`src/rtl/block_aligner.sv`:
```
// 66-bit block aligner: extracts blocks from the gearbox buffer at the
// seeker offset, tracks sync headers and maintains block lock.
module block_aligner #(
  parameter logic [5:0] SKIP_CNT = 6'd32,
  parameter int         LOCK_CNT = 64,
  parameter int         WIN_LEN  = 64,
  parameter int         ERR_MAX  = 16
) (
  input  logic         clk_i,
  input  logic         rst_ni,
  input  logic [193:0] gbox_buffer,
  input  logic [5:0]   gbox_cnt,
  input  logic         buffer_dv,
  input  logic         is_synced,
  input  logic [6:0]   offset_pos,
  output logic [63:0]  blk_data_o,
  output logic [1:0]   blk_hdr_o,
  output logic         blk_valid_o,
  output logic         lock_o,
  output logic [15:0]  err_cnt_o
);

  localparam int GW = $clog2(LOCK_CNT + 1);
  localparam int WW = $clog2(WIN_LEN + 1);
  localparam int EW = $clog2(ERR_MAX + 1);

  typedef enum logic [1:0] {
    UNSYNC = 2'd0,
    CHECK  = 2'd1,
    LOCKED = 2'd2
  } state_t;

  state_t        state_q, state_d;
  logic [GW-1:0] good_q, good_d;
  logic [WW-1:0] win_q, win_d;
  logic [EW-1:0] werr_q, werr_d;
  logic [15:0]   err_q, err_d;
  logic [6:0]    off_q, off_d;
  logic [63:0]   data_q, data_d;
  logic [1:0]    hdr_q, hdr_d;
  logic          vld_q, vld_d;

  logic          sync_ok;
  logic [6:0]    off_sel;
  logic [65:0]   blk;
  logic          hdr_ok;
  logic          blk_ev;
  logic          off_chg;
  logic [GW-1:0] good_inc;
  logic [WW-1:0] win_inc;
  logic [EW-1:0] werr_inc;

  // Out-of-range offsets behave as loss of sync.
  assign sync_ok  = is_synced && (offset_pos <= 7'd65);
  assign off_sel  = sync_ok ? offset_pos : 7'd0;
  assign blk      = 66'(gbox_buffer >> off_sel);
  assign hdr_ok   = (blk[1:0] == 2'b01) || (blk[1:0] == 2'b10);
  assign blk_ev   = buffer_dv && sync_ok && (gbox_cnt != SKIP_CNT);
  assign off_chg  = offset_pos != off_q;
  assign good_inc = good_q + GW'(1);
  assign win_inc  = win_q + WW'(1);
  assign werr_inc = werr_q + EW'(!hdr_ok);

  always_comb begin
    state_d = state_q;
    good_d  = good_q;
    win_d   = win_q;
    werr_d  = werr_q;
    err_d   = err_q;
    off_d   = off_q;
    data_d  = data_q;
    hdr_d   = hdr_q;
    vld_d   = 1'b0;
    if (buffer_dv) begin
      if (!sync_ok) begin
        state_d = UNSYNC;
      end else begin
        off_d = offset_pos;
        if (state_q != UNSYNC && blk_ev) begin
          vld_d  = 1'b1;
          data_d = blk[65:2];
          hdr_d  = blk[1:0];
        end
        unique case (state_q)
          UNSYNC: begin
            state_d = CHECK;
            good_d  = '0;
          end
          CHECK: begin
            if (off_chg) begin
              good_d = '0;
            end else if (blk_ev) begin
              if (!hdr_ok) begin
                good_d = '0;
              end else if (good_inc == GW'(LOCK_CNT)) begin
                state_d = LOCKED;
                good_d  = '0;
                win_d   = '0;
                werr_d  = '0;
              end else begin
                good_d = good_inc;
              end
            end
          end
          LOCKED: begin
            if (off_chg) begin
              state_d = CHECK;
              good_d  = '0;
            end else if (blk_ev) begin
              if (!hdr_ok && err_q != 16'hFFFF) begin
                err_d = err_q + 16'd1;
              end
              // Too many errors wins over a window wrap on the same block.
              if (werr_inc == EW'(ERR_MAX)) begin
                state_d = CHECK;
                good_d  = '0;
                win_d   = '0;
                werr_d  = '0;
              end else if (win_inc == WW'(WIN_LEN)) begin
                win_d  = '0;
                werr_d = '0;
              end else begin
                win_d  = win_inc;
                werr_d = werr_inc;
              end
            end
          end
          default: begin
            state_d = UNSYNC;
          end
        endcase
      end
    end
  end

  always_ff @(posedge clk_i or negedge rst_ni) begin
    if (!rst_ni) begin
      state_q <= UNSYNC;
      good_q  <= '0;
      win_q   <= '0;
      werr_q  <= '0;
      err_q   <= '0;
      off_q   <= '0;
      data_q  <= '0;
      hdr_q   <= '0;
      vld_q   <= 1'b0;
    end else begin
      state_q <= state_d;
      good_q  <= good_d;
      win_q   <= win_d;
      werr_q  <= werr_d;
      err_q   <= err_d;
      off_q   <= off_d;
      data_q  <= data_d;
      hdr_q   <= hdr_d;
      vld_q   <= vld_d;
    end
  end

  assign blk_data_o  = data_q;
  assign blk_hdr_o   = hdr_q;
  assign blk_valid_o = vld_q;
  assign lock_o      = (state_q == LOCKED);
  assign err_cnt_o   = err_q;

endmodule

```
`config.mk`:
```
export PLATFORM = sky130hd
export DESIGN_NAME = block_aligner
export DESIGN_NICKNAME = d
export VERILOG_FILES = /design/src/rtl/block_aligner.sv
export SDC_FILE = /design/constraint.sdc
export NUM_CORES = 1
export LEC_CHECK = 0
export ABC_AREA = 1
export CAP_MARGIN = 5
export CORE_MARGIN = 4
export CORE_UTILIZATION = 35
export CTS_CLUSTER_SIZE = 40
export DETAILED_ROUTE_END_ITERATION = 7
export PLACE_DENSITY = 0.65
export SLEW_MARGIN = 20
export SYNTH_ARGS = -nofsm -noshare
export SYNTH_HDL_FRONTEND = slang
export SYNTH_SLANG_ARGS = --single-unit
```
`constraint.sdc`:
```
create_clock -name clk_i -period 4.3 [get_ports clk_i]
set_clock_uncertainty 0.2 [all_clocks]
set_input_delay 0.86 -clock clk_i [delete_from_list [all_inputs] [get_ports clk_i]]
set_output_delay 0.86 -clock clk_i [all_outputs]
set_load 0.03 [all_outputs]
```
# == Word-level counts from Yosys, hierarchy flattened ==
# Cells that the tools add are included.
# totals
ff_bits,111
in_bits,211
output_inout_bits,84
wordCells,97
# classes
addsub,4
order_cmp,1
n_eq_ne,25
shift,1
mux,39
bitwise,1
reduce_logical,17
# ops
operator,n
194-bit by 7-bit right shift with 66-bit output,1
7-bit 2-to-1 mux,16
5-bit 2-to-1 mux,8
7-bit one-hot mux with 3 select lines,1
16-bit by 1-bit adder with 16-bit output (second input constant),1
2-bit 2-to-1 mux,8
16-bit != test (second input constant),1
3-bit != test (second input constant),5
7-bit by 1-bit adder with 7-bit output (second input constant),2
7-bit == test (second input constant),2
7-bit one-hot mux with 2 select lines,1
6-bit AND reduction,2
2-bit != test (second input constant),5
5-bit one-hot mux with 2 select lines,1
9-bit AND reduction,1
4-bit by 2-bit != test with 1-bit output (second input constant),2
7-bit less-or-equal comparator (second input constant),1
7-bit != test,1
7-bit AND reduction,1
3-bit by 1-bit != test with 1-bit output (second input constant),2
6-bit != test (second input constant),1
2-bit one-hot mux with 3 select lines,1
5-bit by 1-bit adder with 5-bit output,1
5-bit == test (second input constant),1
13 further kinds,22

# == Longest topological paths before layout ==
# logic_depth
word_depth,14
depth_mapped,32
depth_no_buf,30

# == Worst setup path before layout ==
# No wires, ideal clock.
# synth_timing
path_type,input-to-reg
start,in offset_pos[2]
end,reg good_q[0]
setup_ns,0.065
t_arrival_ns,4.160
required_ns,4.035
path_slack_ns,-0.125
path_stages,29
path_buffers,3
cell_sequence,nor2_1 -> nand3_1 -> nand2_2 -> nand2_2 -> buf_6 -> nor2_4 -> buf_6 -> buf_8 -> nand2_2 -> nand3_1 -> nand3_1 -> nand3_1 -> nand3_1 -> nand3_1 -> nand2_1 -> nand2_1 -> nand2_1 -> nand2_4 -> nand2_4 -> ha_1 -> ha_1 -> xor2_1 -> nor4_1 -> nand2_1 -> o211ai_1 -> nand4_1 -> nor3_2 -> nand2_1 -> nand2_1
# synth_via
elab_chain_cells,11
word_cells_on_any_way,22
cone_classes,add/sub: 1; order compare: 1; eq/ne: 7; shift: 1; mux: 6; reduce/logical: 6
# synth_lines
item,line,text
start: declaration,15,"input logic [6:0] offset_pos,"
7-bit less-or-equal comparator,54,assign sync_ok = is_synced && (offset_pos <= 7'd65);
1-bit logical AND,54,
7-bit 2-to-1 mux,55,assign off_sel = sync_ok ? offset_pos : 7'd0;
194-bit by 7-bit right shift with 66-bit output,56,assign blk = 66'(gbox_buffer >> off_sel);
2-bit by 1-bit == test with 1-bit output / 2-bit == test (equally long branches),57,assign hdr_ok = (blk[1:0] == 2'b01) || (blk[1:0] == 2'b10);
1-bit logical OR,57,
1-bit logical NOT,62,assign werr_inc = werr_q + EW'(!hdr_ok);
5-bit by 1-bit adder with 5-bit output,62,
5-bit == test,114,if (werr_inc == EW'(ERR_MAX)) begin
3-bit by 1-bit != test with 1-bit output (no line),n/a,
6-bit AND reduction (no line),n/a,
end signal: assignment,149,good_q <= good_d;
end: declaration,34,"logic [GW-1:0] good_q, good_d;"
# Parallel ways exist; a longest one is shown, timed or not. The select of a mux whose other input is x is not followed.
# A chain may end at the register's enable or synchronous reset.

# == Worst setup path in the final report ==
# layout_timing
start,in offset_pos[2]
end,reg good_q[5]
# The elaborated chain is that of the path after synthesis.

==> impl_results.md <==
* Crit path max fanout at 7
* Slew headroom at between 20% and 30%
* Die Area at ~52000 um^2
* Total global routing overflow at 0
* Avg Inst Size Synth at between 5 and 6 um^2
* Synth Area in Adders at less than 1%
* Number of warnings issued by yosys at 0
* Placed Instance Area at 23100 um^2
* Post-Route WL at between 90000 and 100000 um
* XOR/XNOR Fraction of Synth Area at 1.34%
* Synth Area in Simple Gates at around half
* R2r worst-path depth at 15
* Final setup fails at 17
* Routed vias/inst at around 5.6
* Final Net Count at approximately 4000
* Post-Syn Area at 17000 um^2
* Core Util, Final at 55.3%
* Chip width at around 230 um
* Critical Path RT at around 4.4 ns
* Initial antenna violation count at 2
* Arrival @ worst endpoint at ~4.7 ns
* CTS buffer count at 9
* Hpwl dp at a little over 70000 um
* Highest Clock Rate at 217 MHz
* 1st-iter DRT viols at about 2700
* R2R Setup Slk at 1.86 ns
* Core area at about 48000 um^2
* Clock Sinks at around 110
* Port Buffer Count at ~290
* DR vias at roughly 25000
* Worst Hold Class: in -> async
* Synth top area share at roughly 25%
* Most frequent cells in the layout: nand2_1 (1051), buf_4 (519), nand3_1 (361)
* Hold_buf cts at 0
* Compound-Gate Fraction of Synth Area at between 10% and 20%
* Initial Utilization at a little over a third
* Clock Path Buffers at 2
* Syn_nets at roughly 3400
* FF+latch count, synth at between 100 and 150
* Critical Path Max Stage Delay at roughly 0.26 ns
* # rows at 80
* Worst-skew pair later-pin latency at approximately 0.38 ns
* TritonRoute pass-1 iters at 6
* Tightest Pin Transition at between 1 and 1.5 ns
* CTS root buffer: clkbuf_16
* Final Worst Setup Slack at -0.305 ns
* Synth-to-Final Area Change at 56.1%
* RSZ-0062 raised after global routing: true
* Synth cell types at 50
* DRC at 0
* Slowest cell on the critical path: nor4_2
* Share of flip-flops with an asynchronous set or reset at 100%
* Multiplexer area fraction after synthesis at ~2%
* Worst r2r src: good_q[0]
* Largest net degree at the start of global routing at between 100 and 150
* Number of global-route vias before repair at between 20000 and 25000
* Ports at ~300
* Failing checks: negative setup slack
* First-pass GRT wire length at ~140000 um
* Slew Limit Fails at 0
* Number of max-cap violations at 0
* Worst-path clk slew at roughly 0.080 ns
* Cells after Synth at about 3100
* CP Capture Type: flip-flop
* Synth area leader: nand2_1
* DR WL/cell at around 21 um
* Gpl congestion at ~1.0
* Most used DFF post-synth: dfrtp_1
* Finished Cell Area at between 20000 and 30000 um^2
* Final hold violation count at 0
* Maximum VDD drop at roughly 0.25 mV
* Largest cells by area after synthesis: nand2_1 (25%), dfrtp_1 (16%), nand3_1 (14%)
* Die height at around 230 um
* Crit path from: offset_pos[2]
* Antenna Violating Nets Remaining at 0
* Tmin final at ~4.6 ns
* Total leakage power at about 13 nW
* Register area share after synthesis at between 10% and 20%
* Crit path kind: in -> reg
* Fillers at 4867
* CTS tree: built
* Combinational family with the most area after synthesis: simple AND/OR/NAND/NOR gates
* Outcome: finished, violations left
* Most frequent CP cell: nand2_4
* Number of synthesized flops with an enable pin at 0
* Type of origin of the critical path: input port
* PwrDens at roughly 260 nW/um^2
* GRT Resource Usage Total at 34.0%
* H-Tree Level Count at 3
* Period utilization at 107%
* Commonest non-fill, non-tap cell in the layout: nand2_1
* Proportion of layout cells with a drive suffix above 1 at about 24%
-- stage by stage --
stage	TNS [ns]	power, mW	hold slack, ns	setup slack (ns)	instances
after floorplan	-0.105	3.48	0.261	-0.0403	3133
after global placement	-32.84	5.47	0.263	-1.14	4218
after detailed placement	-37.45	5.47	0.265	-1.22	4218
after CTS	-2.49	6.69	0.224	-0.230	4378
after global routing	-6.25	7.21	0.243	-0.416	4404
final	-3.55	6.86	0.219	-0.305	4406
-- timing repair --
action / in CTS / in global routing
pin swaps: 59 / 63
gates cloned: 13 / 5
gates resized for setup: 201 / 180
buffers inserted: 132 / 35
setup endpoints to repair: 23 / 46
-- where the power goes --
group	internal [mW]	switching, mW	total (mW)
clock	0.514	0.418	0.932
combinational	1.84	2.55	4.39
sequential	1.32	0.212	1.54
total	3.68	3.18	6.86
-- worst max-delay path: cells and delay by family --
kind | cells | cell delay [ns]
XOR/XNOR | 1 | 0.15
adder cells (fa/ha/maj) | 2 | 0.32
buffers and inverters | 6 | 0.91
AO/OA/AOI/OAI | 2 | 0.39
AND/OR/NAND/NOR | 21 | 2.05
-- synthesized netlist by cell type, types with 2 or more instances --
cell type and count:
nand3b_1 2, nand4_1 96, o21ai_1 161, nor2_4 3, o21ai_0 241, nor3_1 7
mux2i_1 33, buf_6 12, o211ai_1 64, xnor2_1 11, ha_1 10, buf_4 18
nor4_1 5, o22ai_1 2, and2_1 3, clkbuf_1 104, nand2_2 10, a31oi_1 44
a21oi_1 59, or2_2 16, inv_1 194, inv_2 2, o31ai_1 3, buf_2 78
o21a_1 10, nand2_4 3, nor2_1 113, nand3_2 3, buf_1 41, xor2_1 15
a21o_1 2, or2_1 13, o21ai_2 10, nand3_1 487, dfrtp_1 111, nand2_1 1133
-- kinds of logic after synthesis --
group                    count (synthesis)
AND/OR/NAND/NOR                       1900
AO/OA/AOI/OAI                          601
adder cells (fa/ha/maj)                 10
multiplexers                            33
XOR/XNOR                                26
flip-flops                             111
buffers and inverters                  452
-- path summary, 6_finish.rpt --
kind | to
worst max-delay path | good_q[5]
worst min-delay path | off_q[1]
worst max register to register | werr_q[1]
worst min register to register | blk_data_o[27]
max in group asynchronous | err_cnt_o[8]
min in group clk_i | blk_data_o[27]
-- state kept, by name, indices dropped and copies added (netlist names) --
| name | count |
|---|---|
| win_q | 7 |
| blk_valid_o | 1 |
| werr_q | 5 |
| state_q | 2 |
| err_cnt_o | 16 |
| good_q | 7 |
| blk_hdr_o | 2 |
| off_q | 7 |
| blk_data_o | 64 |
-- routing by layer --
metal | up-vias | track usage, % | wire [um]
li1 | 11805 | - | -
met1 | 11367 | 39.4 | 35800
met2 | 1251 | 56.4 | 42600
met3 | 447 | 5.89 | 7240
met4 | 2 | 24.8 | 8900
met5 | - | 0 | 11
-- final cells by class --
cell class                 count  area, um^2  area share, %
clock buffer                  10         229          0.865
timing repair buffer         891        8260           31.2
multi-input combinational   2573       13600           51.3
antenna                        2        5.00         0.0189
sequential                   111        2780           10.5
clock inverter                 6        92.6          0.350
tap                          615         769           2.91
inverter                     198         748           2.83
(Power assumes the default switching activity.)
